<file path="config.mk">
export PLATFORM = sky130hd
export DESIGN_NAME = adc_spi_sequencer
export DESIGN_NICKNAME = d
export VERILOG_FILES = /design/src/rtl/adc_spi_pkg.sv /design/src/rtl/adc_spi_init_rom.sv /design/src/rtl/adc_spi_sequencer.sv
export SDC_FILE = /design/constraint.sdc
export NUM_CORES = 1
export LEC_CHECK = 0
export CELL_PAD_IN_SITES_DETAIL_PLACEMENT = 1
export CELL_PAD_IN_SITES_GLOBAL_PLACEMENT = 1
export CORE_MARGIN = 10
export CORE_UTILIZATION = 35
export CTS_CLUSTER_SIZE = 14
export DETAILED_ROUTE_END_ITERATION = 8
export PLACE_DENSITY_LB_ADDON = 0.1
export SKIP_CTS_REPAIR_TIMING = 1
export SLEW_MARGIN = 20
export SYNTH_ARGS = -nofsm -noshare
export SYNTH_HDL_FRONTEND = slang
export SYNTH_SLANG_ARGS = --single-unit
</file>
<file path="constraint.sdc">
create_clock -name clk -period 1.93 [get_ports clk]
set_clock_uncertainty 0.15 [all_clocks]
set_input_delay 0.193 -clock clk [delete_from_list [all_inputs] [get_ports clk]]
set_output_delay 0.193 -clock clk [all_outputs]
set_load 0.03 [all_outputs]
</file>
<file path="src/rtl/adc_spi_pkg.sv">
// rtl/adc_spi_pkg.sv - shared types, AD9222 register constants and init table for the ADC SPI sequencer
package adc_spi_pkg;

    typedef enum logic [2:0] {
        S_BOOT,
        S_LOAD,
        S_CMD,
        S_REL,
        S_NEXT,
        S_IDLE
    } state_t;

    // Which word S_LOAD presents: table entry, host word, or the trailing transfer write
    typedef enum logic [1:0] {
        PH_INIT,
        PH_HOST,
        PH_XFER
    } phase_t;

    localparam logic [12:0] REG_TEST_IO  = 13'h00D;
    localparam logic [12:0] REG_OUT_MODE = 13'h014;
    localparam logic [12:0] REG_XFER     = 13'h0FF;
    localparam logic [7:0]  XFER_VAL     = 8'h01;

    typedef struct packed {
        logic [12:0] addr;
        logic [7:0]  data;
    } spi_word_t;

    // Init table contents; also used as the reset value of the address/data outputs
    function automatic spi_word_t init_word(input logic [3:0] idx);
        case (idx)
            4'd0:    return '{addr: 13'h000,       data: 8'h18};
            4'd1:    return '{addr: REG_TEST_IO,   data: 8'h00};
            4'd2:    return '{addr: REG_OUT_MODE,  data: 8'h41};
            4'd3:    return '{addr: REG_XFER,      data: XFER_VAL};
            4'd4:    return '{addr: 13'h016,       data: 8'h00};
            4'd5:    return '{addr: 13'h018,       data: 8'h04};
            4'd6:    return '{addr: REG_TEST_IO,   data: 8'h00};
            4'd7:    return '{addr: REG_XFER,      data: XFER_VAL};
            default: return '0;
        endcase
    endfunction

endpackage

</file>
<file path="src/rtl/adc_spi_init_rom.sv">
// rtl/adc_spi_init_rom.sv - combinational init table lookup, zero past the configured length
module adc_spi_init_rom
    import adc_spi_pkg::*;
#(
    parameter int INIT_LEN = 8
) (
    input  logic [3:0] i_idx,
    output spi_word_t  o_word
);

    // Table lookup, blanking indices beyond INIT_LEN
    always_comb begin
        o_word = '0;
        if ({28'd0, i_idx} < INIT_LEN) begin
            o_word = init_word(i_idx);
        end
    end

endmodule

</file>
<file path="src/rtl/adc_spi_sequencer.sv">
// rtl/adc_spi_sequencer.sv - replays the AD9222 init table and serves host writes through the ADC SPI master
module adc_spi_sequencer
    import adc_spi_pkg::*;
#(
    parameter int INIT_LEN      = 8,
    parameter int AUTO_TRANSFER = 1,
    parameter int TIMEOUT_CYC   = 16384
) (
    input  logic        clk,
    input  logic        rst,
    input  logic        init_start,
    output logic        init_done,
    input  logic        host_req,
    input  logic [12:0] host_addr,
    input  logic [7:0]  host_data,
    output logic        host_ack,
    output logic        busy,
    output logic        spi_err,
    output logic [12:0] spi_addr,
    output logic [7:0]  spi_data,
    output logic        spi_cmd,
    input  logic        spi_en,
    input  logic        spi_finish
);

    localparam logic [3:0]  LAST_IDX     = 4'(INIT_LEN - 1);
    localparam logic [14:0] TIMEOUT_LAST = 15'(TIMEOUT_CYC - 1);

    state_t      r_state, w_next;
    phase_t      r_phase, w_phase;
    logic [3:0]  r_idx, w_idx;
    logic [14:0] r_timer;
    logic        r_init_done, w_init_done;
    logic        r_err, w_err;
    logic        r_cmd;
    spi_word_t   r_word, w_word;
    spi_word_t   w_rom_word;
    logic        w_count;
    logic        w_timeout;
    logic        w_ack;

    adc_spi_init_rom #(
        .INIT_LEN(INIT_LEN)
    ) u_rom (
        .i_idx  (r_idx),
        .o_word (w_rom_word)
    );

    assign w_count   = (r_state == S_BOOT) || (r_state == S_CMD) || (r_state == S_REL);
    assign w_timeout = w_count && (r_timer == TIMEOUT_LAST);

    // Next-state, word selection and abort handling
    always_comb begin
        w_next      = r_state;
        w_phase     = r_phase;
        w_idx       = r_idx;
        w_init_done = r_init_done;
        w_err       = r_err;
        w_word      = r_word;
        w_ack       = 1'b0;
        case (r_state)
            S_BOOT: begin
                if (spi_en) begin
                    w_next  = S_LOAD;
                    w_idx   = 4'd0;
                    w_phase = PH_INIT;
                end else if (w_timeout) begin
                    w_err  = 1'b1;
                    w_next = S_IDLE;
                end
            end
            S_LOAD: begin
                case (r_phase)
                    PH_INIT: w_word = w_rom_word;
                    PH_HOST: w_word = '{addr: host_addr, data: host_data};
                    default: w_word = '{addr: REG_XFER, data: XFER_VAL};
                endcase
                // Only raise the command once the master has reported idle
                if (spi_en) begin
                    w_next = S_CMD;
                end
            end
            S_CMD, S_REL: begin
                if ((r_state == S_CMD) ? spi_finish : spi_en) begin
                    w_next = (r_state == S_CMD) ? S_REL : S_NEXT;
                end else if (w_timeout) begin
                    w_err  = 1'b1;
                    w_next = S_IDLE;
                    w_ack  = (r_phase != PH_INIT);
                end
            end
            S_NEXT: begin
                case (r_phase)
                    PH_INIT: begin
                        if (r_idx == LAST_IDX) begin
                            w_init_done = 1'b1;
                            w_next      = S_IDLE;
                        end else begin
                            w_idx  = r_idx + 4'd1;
                            w_next = S_LOAD;
                        end
                    end
                    PH_HOST: begin
                        if (AUTO_TRANSFER != 0) begin
                            w_phase = PH_XFER;
                            w_next  = S_LOAD;
                        end else begin
                            w_ack  = 1'b1;
                            w_next = S_IDLE;
                        end
                    end
                    default: begin
                        w_ack  = 1'b1;
                        w_next = S_IDLE;
                    end
                endcase
            end
            default: begin
                if (init_start) begin
                    w_init_done = 1'b0;
                    w_err       = 1'b0;
                    w_idx       = 4'd0;
                    w_phase     = PH_INIT;
                    w_next      = S_LOAD;
                end else if (host_req) begin
                    w_phase = PH_HOST;
                    w_next  = S_LOAD;
                end
            end
        endcase
    end

    // State, handshake outputs and the per-state wait timer
    always_ff @(posedge clk or posedge rst) begin
        if (rst) begin
            r_state     <= S_BOOT;
            r_phase     <= PH_INIT;
            r_idx       <= 4'd0;
            r_timer     <= '0;
            r_init_done <= 1'b0;
            r_err       <= 1'b0;
            r_cmd       <= 1'b0;
            r_word      <= init_word(4'd0);
        end else begin
            r_state     <= w_next;
            r_phase     <= w_phase;
            r_idx       <= w_idx;
            r_init_done <= w_init_done;
            r_err       <= w_err;
            r_word      <= w_word;
            r_cmd       <= (w_next == S_CMD);
            if (w_next != r_state) begin
                r_timer <= '0;
            end else if (w_count) begin
                r_timer <= r_timer + 15'd1;
            end
        end
    end

    assign init_done = r_init_done;
    assign spi_err   = r_err;
    assign spi_cmd   = r_cmd;
    assign spi_addr  = r_word.addr;
    assign spi_data  = r_word.data;
    assign busy      = (r_state != S_IDLE);
    assign host_ack  = w_ack;

endmodule

</file>
### Yosys cells after proc, flatten, opt, wreduce, memory -nomap -nowiden

Memories as Yosys holds them, arrays and structs flattened.
Index checks and enable logic that the tools add are counted.

| cells by class | value |
|---|---|
| add/subtract/negate cells | 2 |
| order comparisons | 1 |
| equal/unequal tests | 17 |
| muxes and demuxes | 38 |
| bitwise gates (word level) | 3 |
| reductions and logical operators | 20 |

Operators with widths:

| kind | count |
|---|---|
| 2-to-1 mux 21 bit | 2 |
| one-hot mux 21 bit (2 select lines) | 1 |
| 2-to-1 mux 15 bit | 2 |
| 2-to-1 mux 3 bit | 8 |
| 2-to-1 mux 4 bit | 4 |
| adder 15 x 1 -> 15 bit (second input constant) | 1 |
| equality test 15 x 14 -> 1 bit (second input constant) | 1 |
| one-hot mux 3 bit (4 select lines) | 1 |
| one-hot mux 4 bit (3 select lines) | 1 |
| AND reduction 4 bit | 3 |
| 2-to-1 mux 1 bit | 10 |
| != test 2 bit (second input constant) | 5 |
| equality test 3 x 2 -> 1 bit (second input constant) | 3 |
| 2-to-1 mux 2 bit | 4 |
| one-hot mux 2 bit (3 select lines) | 1 |
| one-hot mux 3 bit (2 select lines) | 1 |
| nonzero test 2 bit | 3 |
| nonzero test 3 bit | 2 |
| OR reduction 2 bit | 3 |
| AND reduction 5 bit | 1 |
| adder 4 x 1 -> 4 bit (second input constant) | 1 |
| equality test 4 x 3 -> 1 bit (second input constant) | 1 |
| < comparator 4 bit (second input constant) | 1 |
| != test 2 x 1 -> 1 bit (second input constant) | 2 |
| other kinds (15) | 19 |

| storage, ports and cells | value |
|---|---|
| register bits | 48 |
| bits in read-only memories | 104 |
| input port bits | 27 |
| output and inout bits | 26 |
| memories kept | 1 |

Memory list:

| name | words | bits a word | rd ports | clocked after memory_dff | write ports | line | source |
|---|---|---|---|---|---|---|---|
| (name not given) | 8 | 13 | 1 | 0 | 0 | adc_spi_pkg.sv:32 | `case (idx)` |

### Depth between registers and ports, before layout

Gate-level depths: netlist of the first run.

| logic depth | value |
|---|---|
| depth in word-level cells | 9 |
| depth in mapped cells | 7 |
| depth with buffers taken out | 5 |

### Modules after synthesis

A second synthesis of the first run with hierarchy kept.

| unflattened totals | value |
|---|---|
| cells, all modules | 326 |
| area, all modules | 3056.7 µm² |

By module, submodules not included:

| module | times used | cells each | area each (µm²) |
|---|---|---|---|
| adc_spi_sequencer | 1 | 286 | 2736.4 |
| adc_spi_init_rom | 1 | 40 | 320.3 |

### Worst setup path before layout of the first run

OpenSTA, ideal clock, no wires.

| path | value |
|---|---|
| kind | register -> output |
| from | register r_state[0] |
| to | output host_ack |
| data arrival time | 1.767 ns |
| setup slack | -0.180 ns |
| cell stages (with the launch flop) | 6 |
| buffers on the path | 1 |
| cell sequence | dfrtp_1 nor2b_1 buf_2 nor3_1 nand3_1 a21oi_1 |

| on the way | value |
|---|---|
| cells in the longest elaborated chain, start to end | 7 |
| elaborated cells between the ends (all ways) | 12 |
| classes of those cells | 3 x eq/ne; 4 x mux; 5 x reduce/logical |

Ends and longest elaborated chain:

| what | line | source |
|---|---|---|
| start, declared | adc_spi_sequencer.sv:29 | `state_t r_state, w_next;` |
| start signal, assigned | adc_spi_sequencer.sv:145 | `r_state <= w_next;` |
| equality test 3 x 2 -> 1 bit or zero test 3 bit (tied branches) | adc_spi_sequencer.sv:49, adc_spi_sequencer.sv:61, adc_spi_sequencer.sv:84 |  |
| logical OR 1 bit (2 in a row) | adc_spi_sequencer.sv:49 | `assign w_count = (r_state == S_BOOT) \|\| (r_state == S_CMD) \|\| (r_state == S_REL);` |
| logical AND 1 bit | adc_spi_sequencer.sv:50 | `assign w_timeout = w_count && (r_timer == TIMEOUT_LAST);` |
| 2-to-1 mux 1 bit | adc_spi_sequencer.sv:86 | `end else if (w_timeout) begin` |
| 2-to-1 mux 1 bit | adc_spi_sequencer.sv:84 | `if ((r_state == S_CMD) ? spi_finish : spi_en) begin` |
| one-hot mux 1 bit (2 select lines) * | adc_spi_sequencer.sv:61 | `case (r_state)` |
| end, declared | adc_spi_sequencer.sv:16 | `output logic host_ack,` |

Mark *: on every way between the ends. The rest lies on a longest branch, timed or not.

### Final worst setup path of the first run

| path | value |
|---|---|
| from | register r_state[2] |
| to | register r_timer[0] |

| on the way | value |
|---|---|
| cells in the longest elaborated chain, start to end | 9 |
| elaborated cells between the ends (all ways) | 21 |
| classes of those cells | 5 x eq/ne; 10 x mux; 6 x reduce/logical |

Ends and longest elaborated chain:

| what | line | source |
|---|---|---|
| equality test 3 x 2 -> 1 bit or zero test 3 bit (tied branches) | - |  |
| logical OR 1 bit (2 in a row) | adc_spi_sequencer.sv:49 |  |
| logical AND 1 bit | adc_spi_sequencer.sv:50 |  |
| 2-to-1 mux 3 bit | adc_spi_sequencer.sv:67, adc_spi_sequencer.sv:86 |  |
| 2-to-1 mux 3 bit, on equally long branches | adc_spi_sequencer.sv:84, adc_spi_sequencer.sv:63 |  |
| one-hot mux 3 bit (4 select lines) | adc_spi_sequencer.sv:61 |  |
| != test 3 bit | adc_spi_sequencer.sv:152 | `if (w_next != r_state) begin` |
| 2-to-1 mux 15 bit or nonzero test 2 bit (tied branches) | - |  |
| end signal, assigned | adc_spi_sequencer.sv:155 | `r_timer <= r_timer + 15'd1;` |
| end, declared | adc_spi_sequencer.sv:32 | `logic [14:0] r_timer;` |

Parallel ways exist; a longest one is shown, timed or not.
A chain may end at the register's enable or synchronous reset.

==> results.sh, run 1 <==
export IMPL_critPathMaxFanout=7
export IMPL_fin_crit_ps=2150
export IMPL_rows=32
export IMPL_insertion_delay_ps=320
export IMPL_synth_nets=343
export IMPL_yosysTopAreaCell="dfrtp_1"
export IMPL_combPwrFrac_pct=56.7
export IMPL_swShare_pct=42.8
export IMPL_dieArea_sq_um=11800
export IMPL_power_leakage_uw=0.00170
export IMPL_ys_seq_area_share_pct=44.0
export IMPL_setup_slack_ps=-216
export IMPL_synth_edf_count=0
export IMPL_yosysWarnings=0
export IMPL_core_area_sq_um=7690
export IMPL_grt_max_degree=21
export IMPL_post_synth_top_count_cell="dfrtp_1"
export IMPL_initialDrtViolationCount=89
export IMPL_r2r_end="r_timer[0]"
export IMPL_cts_root_buf="clkbuf_8"
export IMPL_power_density_nw_per_um2=1280
export IMPL_overflow=0
export IMPL_antenna_found_initial=0
export IMPL_hold_depth=3
export IMPL_p_int_uw=2920
export IMPL_drv_cap=0
export IMPL_track_usage_pct=13.9
export IMPL_postRouteWirelength_um=8610
export IMPL_dpl_hpwl_um=6500
export IMPL_timing_rr_start="r_state[2]"
export IMPL_crit_type="flop to flop"
export IMPL_hold_viol=0
export IMPL_startpoint_type="flop"
export IMPL_drv_slew=0
export IMPL_worst_pin_slew_ps=482
export IMPL_holdCritPathClass="primary input to flop"
export IMPL_worst_endpoint_required_ps=1980
export IMPL_min_period_over_period_pct=111
export IMPL_violations="setup timing"
export IMPL_gp_congestion=0.829
export IMPL_synthTopCellsByArea="dfrtp_1 (42%), nand2_1 (6.2%), ha_1 (4.1%)"
export IMPL_grt_pass1_vias=2714
export IMPL_die_w_um=108
export IMPL_async_reset_ff_share_pct=100
export IMPL_cts_buffer_depth=2
export IMPL_endpoint="r_timer[0]"
export IMPL_reg2reg_depth=7
export IMPL_setup_viol=18
export IMPL_syn2layout_area_growth_pct=45.5
export IMPL_rsz0062_at_grt="yes"
export IMPL_arrival_ps=2190
export IMPL_p_switching_uw=2190
export IMPL_grt_pass1_wl_um=13400
export IMPL_holdWs_ps=274
export IMPL_pin_count=53
export IMPL_synth_top_area_share_pct=42.0
export IMPL_synth_cells=307
export IMPL_ys_top_cells_by_count="dfrtp_1 (46), nand2_1 (45), a21oi_1 (22), nor2_1 (22), o21ai_0 (21)"
export IMPL_drc_errors=0
export IMPL_ys_seq_elements=48
export IMPL_h_tree_depth=2
export IMPL_syn_area_sq_um=2740
export IMPL_power_total_uw=5110
export IMPL_start_util_pct=35.6
export IMPL_fmax_ghz=0.466
export IMPL_dr_pass1_iters=5
export IMPL_synth_distinct_cells=51
export IMPL_cts_buffers=5
export IMPL_cts_tree="done"
export IMPL_viasPerCell=5.23
export IMPL_drive_gt1_share_pct=23.1
export IMPL_cts_sinks=48
export IMPL_n_antenna_cell=0
export IMPL_die_h_um=108
export IMPL_r2r_slack_ps=-220
export IMPL_status="complete, but fails checks"
export IMPL_max_slew_margin_rel_pct=67.4
export IMPL_via_count=2660
export IMPL_pwr_share_clk_pct=14.5
export IMPL_clkSlewWorstSetupHoldPaths_ps=100
export IMPL_worstSetupStartpoint="r_state[2]"
export IMPL_seq_power_share_pct=28.8
export IMPL_final_antenna_net_count=0
export IMPL_syn_mean_instance_area_sq_um=8.92
export IMPL_synthFlopType="dfrtp_1"
export IMPL_ir_drop_mv=0.414
export IMPL_finalNetCount=442
export IMPL_io_buffers=52
export IMPL_drt_wirelength_per_cell_um=16.9
export IMPL_endpoint_kind="flop"
-- how the worst min path moves through the flow --
stage | start | to | slack (ps)
after detailed placement | rst | spi_data[7] | 310
after floorplan | init_start | spi_err | 150
after CTS | rst | spi_addr[7] | -40
after global routing | host_addr[10] | spi_addr[10] | 280
after global placement | spi_addr[8] | spi_addr[8] | 300
final | host_addr[12] | spi_addr[12] | 270
-- power groups by stage --
stage	combinational (uW)	clock (uW)	sequential (uW)
floorplan	1310	0	1800
global placement	2740	0	1480
detailed placement	2810	0	1490
CTS	2820	766	1480
global route	3180	814	1500
finish	2900	742	1470
-- final cells by class --
cell class	instances	area [sq um]
sequential	48	1200
inverter	7	26.3
tap	102	128
timing repair buffer	112	1040
fill	906	3700
clock buffer	6	72.6
clock inverter	2	35.0
multi-input combinational	232	1480
-- critical path, stage by stage, from the launching register on --
cell,delay [ps]
dfrtp_1,410
nor4bb_2,380
buf_4,180
buf_4,90
nand3_1,120
o31ai_4,400
clkbuf_16,220
a21oi_1,60
-- cells by family (layout without fill, tap and decap cells) --
group	Yosys count	count (layout)	share of synthesized area [%]
and+or+nand+nor	131	131	24.5
AOI/OAI and AO/OA	80	80	19.1
DFF	48	48	44.0
buffers and inverters	27	127	4.25
adders and majority gates	9	9	4.11
xor gates and xnor gates	7	7	2.24
muxes	5	5	1.92
-- flip-flops by register name (all words and copies together), names as in the netlist --
register   count
r_idx          4
spi_data       8
spi_cmd        1
init_done      1
r_state        3
r_phase        2
spi_err        1
spi_addr      13
r_timer       15
-- layer usage --
layer	GRT usage [%]	share of wire [%]	vias to the layer above
met2	24.7	53	42
li1	-	-	1308
met4	3.39	1.1	0
met5	0	0	-
met1	16.6	41	1300
met3	2.91	4.3	10
-- per-stage QoR --
step	cells	utilization [%]	area, sq um	setup TNS [ps]	setup slack (ps)
floorplan	307	-	2740	-136	-72.0
global placement	495	48.6	3740	0	4.93
detailed placement	495	48.6	3740	-198	-95.1
CTS	503	50.0	3850	-808	-299
global route	509	51.8	3980	-4660	-279
finish	509	51.8	3980	-3280	-216
-- cells in the final DEF (no fill, tap or decap), types with 3 or more instances in the layout --
cell             synthesis  layout
a31oi_1                  8       8
clkdlybuf4s50_1          0      50
o21ai_0                 21      21
a221oi_1                 6       6
dfrtp_1                 46      46
nor2_1                  22      21
ha_1                     9       7
a21oi_1                 22      21
xnor2_1                  7       7
buf_12                   0       3
nand4_1                  3       3
buf_4                    1      54
or4_1                    3       3
nand3_1                 19      17
inv_1                    7       6
a22oi_1                  6       5
mux2i_1                  3       3
nand2_1                 45      44
nand2b_1                 4       4
clkbuf_8                 0       5
or3_1                    4       3
o31ai_1                  5       5
nor3_1                   4       4
Note: power is estimated with default switching activity, not from simulation.
==> run 2, diff against run 1 <==
Settings changed: CORE_UTILIZATION 35 to 39.
Clock period 1.93 ns to 2.3 ns, I/O delays scaled along.
==> run 2 against run 1 <==
Net effect: the flow now finishes without violations; via count is 7.2% lower; critical endpoint is now host_ack; combinational power down 27%; non-clock buffer count decreased by 41.
==> results.sh, run 2 (synthesized netlist as in run 1, its figures left out) <==
export IMPL_finalNetCount=401
export IMPL_cpLargestDelayFamily="simple AND/OR/NAND/NOR gates"
export IMPL_hold_viol=0
export IMPL_swShare_pct=44.7
export IMPL_grt_pass1_vias=2527
export IMPL_dpl_cell_area_sq_um=3430
export IMPL_io_buffers=52
export IMPL_final_util_pct=52.3
export IMPL_cts_sinks=48
export IMPL_cp_num_buf_inv=1
export IMPL_antenna_found_initial=0
export IMPL_drive_gt1_share_pct=12.3
export IMPL_drt_wirelength_per_cell_um=16.8
export IMPL_top_register="r_timer"
export IMPL_pin_count=53
export IMPL_cts_tree="done"
export IMPL_die_h_um=104
export IMPL_fillers=797
export IMPL_postRouteWirelength_um=7760
export IMPL_power_density_nw_per_um2=1090
export IMPL_min_period_over_period_pct=93.7
export IMPL_power_total_uw=3860
export IMPL_syn2layout_area_growth_pct=29.8
export IMPL_rows=30
export IMPL_largest_reg_flops=15
export IMPL_die_w_um=104
export IMPL_crit_path_cell_trace="and4_1, and3_4, nand3_1, a21oi_1, buf_4"
export IMPL_p_int_uw=2130
export IMPL_reg2reg_depth=5
export IMPL_worst_pin_slew_ps=753
export IMPL_multi_input_area_sq_um=1450
export IMPL_stdcell_area_sq_um=3550
export IMPL_holdCritPathClass="primary input to asynchronous set/reset pin"
export IMPL_critPathMaxFanout=6
export IMPL_dpl_hpwl_um=5760
export IMPL_final_antenna_net_count=0
export IMPL_startpoint_type="flop"
export IMPL_start_util_pct=40.3
export IMPL_h_tree_depth=2
export IMPL_place_ws_ps=185
export IMPL_setup_slack_ps=144
export IMPL_overflow=0
export IMPL_clkSlewWorstSetupHoldPaths_ps=90
export IMPL_dr_pass1_iters=4
export IMPL_drv_slew=0
export IMPL_initialDrtViolationCount=66
export IMPL_track_usage_pct=14.5
export IMPL_p_switching_uw=1730
export IMPL_max_slew_margin_rel_pct=49.6
export IMPL_final_common_cell="clkdlybuf4s50_1"
export IMPL_drv_cap=0
export IMPL_setup_viol=0
export IMPL_cts_root_buf="clkbuf_8"
export IMPL_core_area_sq_um=6790
export IMPL_drc_errors=0
export IMPL_fin_crit_ps=2160
export IMPL_cts_buffers=5
export IMPL_fmax_ghz=0.464
export IMPL_n_antenna_cell=0
export IMPL_endpoint_kind="output pin"
export IMPL_final_cell_mix="clkdlybuf4s50_1 (51), nand2_1 (45), dfrtp_1 (44)"
export IMPL_ir_drop_mv=0.373
export IMPL_pwr_share_clk_pct=12.5
export IMPL_viasPerCell=5.35
export IMPL_insertion_delay_ps=300
export IMPL_seqCellArea_sq_um=1210
export IMPL_slowest_delay_ps=450
export IMPL_cts_buffer_depth=2
export IMPL_status="completed"
export IMPL_final_setup_tns_ps=0
export IMPL_crit_type="flop to output pin"
export IMPL_worst_endpoint_required_ps=1920
export IMPL_cpMaxStageDelayCell="dfrtp_1"
export IMPL_grt_max_degree=26
export IMPL_arrival_ps=1780
export IMPL_rsz0062_at_grt="no"
export IMPL_dieArea_sq_um=10800
export IMPL_seq_power_share_pct=32.8
export IMPL_grt_pass1_wl_um=13300
export IMPL_gp_congestion=0.830
export IMPL_cp_depth=5
export IMPL_combPwrFrac_pct=54.7
export IMPL_via_count=2468
export IMPL_power_leakage_uw=0.00146
run 2: layer usage:
layer	GRT usage [%]	part of all wire [%]	vias up	wire (um)
met5	0	0	-	0
met4	3.98	1.0	0	78
met3	3.04	2.9	6	226
met2	23.5	49	37	3830
met1	19.0	47	1200	3620
li1	-	-	1225	-
run 2: layout make-up:
type / count / area share, %
Clock buffer: 6 / 2.04
Clock inverter: 1 / 0.141
Inverter: 7 / 0.739
Multi-Input combinational cell: 232 / 40.8
Sequential cell: 48 / 33.9
Tap cell: 96 / 3.38
Timing Repair Buffer: 71 / 18.9
run 2: path summary, 6_finish.rpt:
| kind | start | slack, ps | to |
|---|---|---|---|
| min reg2reg | spi_addr[9] | 320 | spi_addr[9] |
| max | r_timer[4] | 140 | host_ack |
| min | rst | 160 | spi_addr[5] |
| min in group clk | spi_addr[9] | 320 | spi_addr[9] |
| max in group asynchronous | rst | 1310 | r_state[2] |
| max reg2reg | r_idx[1] | 250 | r_idx[3] |
run 2: power groups by stage:
stage	Sequential, uW	Clock [uW]	Combinational (uW)
floorplan	1510	0	1100
global placement	1270	0	2060
detailed placement	1290	0	2100
CTS	1270	508	2100
global route	1310	534	2360
finish	1270	484	2110
run 2: stage by stage:
step                      instances  hold slack (ps)
after global placement          452              298
after global routing            461              217
final                           461              156
after CTS                       459              165
after detailed placement        452              305
after floorplan                 307              184
==> run 3, diff against run 2 <==
Settings changed: CORE_UTILIZATION 39 to 40, CTS_BUF_LIST set to sky130_fd_sc_hd__clkbuf_4.
==> run 3 against run 2 <==
Net effect: routed wire length fell by 0.84%; sequential share of layout area rose by 0.23 points; register-to-register slack got worse by 80 ps; critical path type unchanged.
==> results.sh, run 3 (synthesized netlist as in run 1, its figures left out) <==
export IMPL_status="completed"
export IMPL_endpoint="host_ack"
export IMPL_n_antenna_cell=0
export IMPL_holdWs_ps=22.4
export IMPL_min_period_over_period_pct=98.1
export IMPL_track_usage_pct=15.2
export IMPL_crit_type="flop to output pin"
export IMPL_pin_count=53
export IMPL_drt_wirelength_per_cell_um=17.1
export IMPL_via_count=2491
export IMPL_rows=30
export IMPL_die_w_um=103
export IMPL_postRouteWirelength_um=7700
export IMPL_syn2layout_area_growth_pct=28.8
export IMPL_stdcell_area_sq_um=3530
export IMPL_cts_root_buf="clkbuf_4"
export IMPL_h_tree_depth=2
export IMPL_final_cell_mix="clkdlybuf4s50_1 (50), nand2_1 (45), dfrtp_1 (45)"
export IMPL_antenna_found_initial=0
export IMPL_cts_buffers=5
export IMPL_io_buffers=52
export IMPL_power_total_uw=3810
export IMPL_worst_endpoint_required_ps=1920
export IMPL_ir_drop_mv=0.334
export IMPL_r2r_end="r_idx[2]"
export IMPL_cts_tree="done"
export IMPL_finalNetCount=404
export IMPL_worstSetupStartpoint="r_state[2]"
export IMPL_arrival_ps=1880
export IMPL_insertion_delay_ps=370
export IMPL_die_h_um=103
export IMPL_core_area_sq_um=6720
export IMPL_place_inst=438
export IMPL_fillers=780
export IMPL_startpoint_type="flop"
export IMPL_overflow=0
export IMPL_fin_crit_ps=2260
export IMPL_cts_buffer_depth=2
export IMPL_critPathMaxFanout=4
export IMPL_gp_congestion=0.793
export IMPL_dpl_hpwl_um=5810
export IMPL_reg2reg_depth=5
export IMPL_start_util_pct=40.7
export IMPL_power_leakage_uw=0.00146
export IMPL_power_density_nw_per_um2=1080
export IMPL_drive_gt1_share_pct=13.0
export IMPL_endpoint_kind="output pin"
export IMPL_rsz0062_at_grt="yes"
export IMPL_viasPerCell=5.55
export IMPL_fmax_ghz=0.443
export IMPL_final_cells=449
export IMPL_dieArea_sq_um=10600
export IMPL_drv_slew=0
export IMPL_dpl_cell_area_sq_um=3420
export IMPL_grt_pass1_vias=2574
export IMPL_initialDrtViolationCount=94
export IMPL_setup_viol=0
export IMPL_max_slew_margin_rel_pct=60.4
export IMPL_dr_pass1_iters=4
export IMPL_cts_sinks=48
export IMPL_grt_pass1_wl_um=13000
export IMPL_hold_viol=0
export IMPL_drc_errors=0
export IMPL_r2r_slack_ps=170
export IMPL_final_common_cell="clkdlybuf4s50_1"
export IMPL_holdCritPathClass="primary input to asynchronous set/reset pin"
export IMPL_largest_reg_flops=15
export IMPL_final_util_pct=52.5
export IMPL_seqCellArea_sq_um=1200
export IMPL_top_register="r_timer"
export IMPL_drv_cap=0
export IMPL_worst_pin_slew_ps=586
export IMPL_clkSlewWorstSetupHoldPaths_ps=150
export IMPL_timing_rr_start="r_state[2]"
export IMPL_final_antenna_net_count=0
export IMPL_grt_max_degree=25
export IMPL_multi_input_area_sq_um=1440
## run 3: layout make-up
| class | instances | area share [%] |
|---|---|---|
| timing repair buffer | 74 | 19.8 |
| clock inverter | 3 | 0.532 |
| clock buffer | 5 | 1.06 |
| sequential | 48 | 34.2 |
| inverter | 7 | 0.745 |
| multi-input combinational | 232 | 40.8 |
| tap | 80 | 2.84 |
## run 3: worst min-delay path by stage
| stage | startpoint | slack [ps] | end | depth (start not counted) |
|---|---|---|---|---|
| floorplan | init_start | 180 | spi_err | 1 |
| global placement | spi_data[1] | 300 | spi_data[1] | 2 |
| detailed placement | spi_data[1] | 310 | spi_data[1] | 2 |
| CTS | rst | 30 | spi_data[7] | 2 |
| global route | rst | 40 | spi_data[7] | 2 |
| finish | rst | 20 | r_timer[14] | 2 |
## run 3: critical path, stage by stage, from the launching register on
cell and delay [ps]:
dfrtp_1 450, nor4bb_2 350, and3_4 260, nand3_1 120, a21oi_2 150, buf_4 170
## run 3: routing by layer
metal  track usage, %  wire, um  vias up
li1                 -         -     1236
met1             18.9      3480     1198
met2             26.3      3780       52
met3             3.08       367        5
met4             4.06        68        0
met5                0         0        -
## run 3: where the power goes
part           switching (uW)  internal, uW  total (uW)
clock network             295           116         410
logic                    1300           875        2180
registers                 148          1080        1230
total                    1750          2070        3810
## run 3: stage by stage
step                      setup TNS [ps]  setup slack (ps)
final                                  0              43.7
after global routing               -79.0             -79.0
after CTS                           -157             -93.0
after detailed placement               0               191
after global placement                 0               258
after floorplan                        0               153
==> variant, RTL diff (settings of run 2) <==
Make the reset (`rst`) synchronous in one clocked block.
--- a/src/rtl/adc_spi_sequencer.sv
+++ b/src/rtl/adc_spi_sequencer.sv
@@ -131,7 +131,7 @@
     end
 
     // State, handshake outputs and the per-state wait timer
-    always_ff @(posedge clk or posedge rst) begin
+    always_ff @(posedge clk) begin
         if (rst) begin
             r_state     <= S_BOOT;
             r_phase     <= PH_INIT;
Formal check against the unedited RTL: differs if rst is asserted again (counterexample within 4 cycles, from zero or initial values and one cycle with rst high); with rst held inactive, the same outputs for 10 cycles.
==> variant against run 2 <==
Non-clock buffer count up 12; synthesized area grew 2.8%; sequential cell count rose by 10; wire length up 9.2%; worst setup slack got worse by 0.040 ns; design area grew 7.6%; critical path type unchanged.
Power is not compared: it rests on default switching activity, and its combinational part moved more than twofold at a synthesized area within 25%.
==> variant: results (changes against run 2) <==
stage,metric,value,unit,change
yosys,commonest cells in the netlist,"dfxtp_1 (58), nor2_1 (31), nand2_1 (28)",,"was dfrtp_1 (46), nand2_1 (45), a21oi_1 (22), nor2_1 (22), o21ai_0 (21)"
yosys,mux contribution to synthesized area,0.02179,,was 0.01920
yosys,Post-synth ARST share,0,,was 1.000
yosys,Synth Net Count,355,,was 343
finish,Non-Filler Instances,492,,was 461
clock_tree,Num CTS Buffers,9,,was 5
worst_setup_path,CP max-delay cell,dfxtp_2,,was dfrtp_1
clock_tree,"Reg clk slew, reported paths",0.07,ns,was 0.09 ns
timing,Setup TNS,0,ns,unchanged
yosys,largest cells by area after synthesis,"dfxtp_1 (41%), nor2_1 (4.1%), nand2_1 (3.7%)",,"was dfrtp_1 (42%), nand2_1 (6.2%), ha_1 (4.1%)"
global_route,initial antenna violation count,0,,unchanged
global_route,first-pass GRT wire length,13860,um,was 13300 um
power_and_ir_drop,worst vdd ir,0.0003549,V,
timing,actual slew at the worst max-slew pin,0.5288,ns,was 0.7526 ns
clock_tree,worst skew pair latency,0.34,ns,was 0.30 ns
finish,share of post-route cells with drive strength above 1,0.2146,,was 0.1233
yosys,adder-cell share of the synthesized area,0.02668,,was 0.04113
placement,GP Congestion,0.8613,,was 0.8295
finish,Fillers,826,,was 797
yosys,XOR/XNOR Fraction of Synth Area,0.04357,,was 0.02239
placement,Placed Cells incl. Taps,473,,was 452
yosys,"Seq/Total Area, Yosys",0.4126,,was 0.4397
global_route,GR Overflow Total,0,,unchanged
global_route,largest net degree at the start of global routing,20,,was 26
route,DR vias/cell,5.268,,was 5.354
status,status,finished clean,,unchanged
yosys,post-synthesis compound-gate area fraction,0.1850,,was 0.1906
yosys,Yosys warnings,0,,unchanged
placement,IO Port Bufs,52,,unchanged
route,initial DRC count,89,,was 66
power_and_ir_drop,Net Sw Frac,0.2559,,
yosys,Post-synth EDFFs,0,,unchanged
worst_setup_path,CP max FO,13,,was 6
clock_tree,CTS max path bufs,2,,unchanged
yosys,Syn Inst Count,322,,was 307
global_route,total track usage,0.1522,,was 0.1448
finish,antenna cells,0,,unchanged
finish,nets@finish,424,,was 401
clock_tree,clock root cell,clkbuf_8,,unchanged
placement,Placement Setup Slack,0.02827,ns,was 0.1850 ns
worst_setup_path,WP data arrival,1.82,ns,was 1.78 ns
global_route,number of global-route vias before repair,2748,,was 2527
route,routed wire length,8474,um,was 7760 um
route,DRT Pass-1 Iters,4,,unchanged
worst_setup_path,"delay-heaviest family, CP",simple AND/OR/NAND/NOR gates,,unchanged
yosys,distinct cell type count after synthesis,62,,was 51
placement,Post-DP HPWL,6162,um,was 5760 um
clock_tree,H-tree level count,3,,was 2
worst_setup_path,Slowest Stage Delay on Critical Path,0.37,ns,was 0.45 ns
power_and_ir_drop,Lkg Pwr,1.463,nW,
placement,Post-DP Area,3548,um2,was 3426 um2
worst_hold_path,Hold Crit Class,register to register,,was input port to async pin
## variant: path summary, 6_finish.rpt
check         startpoint           to  slack (ns)  cells after the start
min reg2reg  spi_data[1]  spi_data[1]        0.30                      2
max reg2reg   r_state[1]     register        0.17                      8
min          spi_data[1]  spi_data[1]        0.30                      2
max           r_state[2]     host_ack        0.10                      7
## variant: cells by family (layout without fill, tap and decap cells)
family,count (synthesis),in the layout
adders and majority gates,6,6
AOI/OAI and AO/OA,75,75
and+or+nand+nor,129,129
DFF,58,58
buffers and inverters,34,108
muxes,6,6
xor gates and xnor gates,14,14
## variant: final cells by class
class	count	area, um2	share of cell area
clock buffers	11	131.4	0.03435
clock inverters	5	78.83	0.02061
inverters	9	33.78	0.008832
multi-input cells	230	1523	0.3981
flip-flops and latches	58	1171	0.3062
well taps	96	120.1	0.03140
repair buffers	83	767.0	0.2005
## variant: power by group through the flow
stage	sequential (mW)	clock (mW)	combinational [mW]
CTS	1.05	1.05	0.319
global placement	1.08	0	0.314
global route	1.06	1.08	0.355
floorplan	1.10	0	0.148
finish	1.05	1.02	0.328
detailed placement	1.08	0	0.317
## variant: metal layers
metal | part of all wire | track usage | vias up | wire length, um
met5 | 0 | 0 | - | 0
met4 | 0.012 | 0.04510 | 0 | 98
met3 | 0.033 | 0.04300 | 10 | 282
met2 | 0.50 | 0.2585 | 39 | 4212
met1 | 0.46 | 0.1819 | 1264 | 3880
li1 | - | - | 1279 | -
## variant: tightest hold or removal path, stage by stage (launching register included)
cell and delay [ns]:
dfxtp_1 0.31, nand2_1 0.05, a21oi_1 0.05
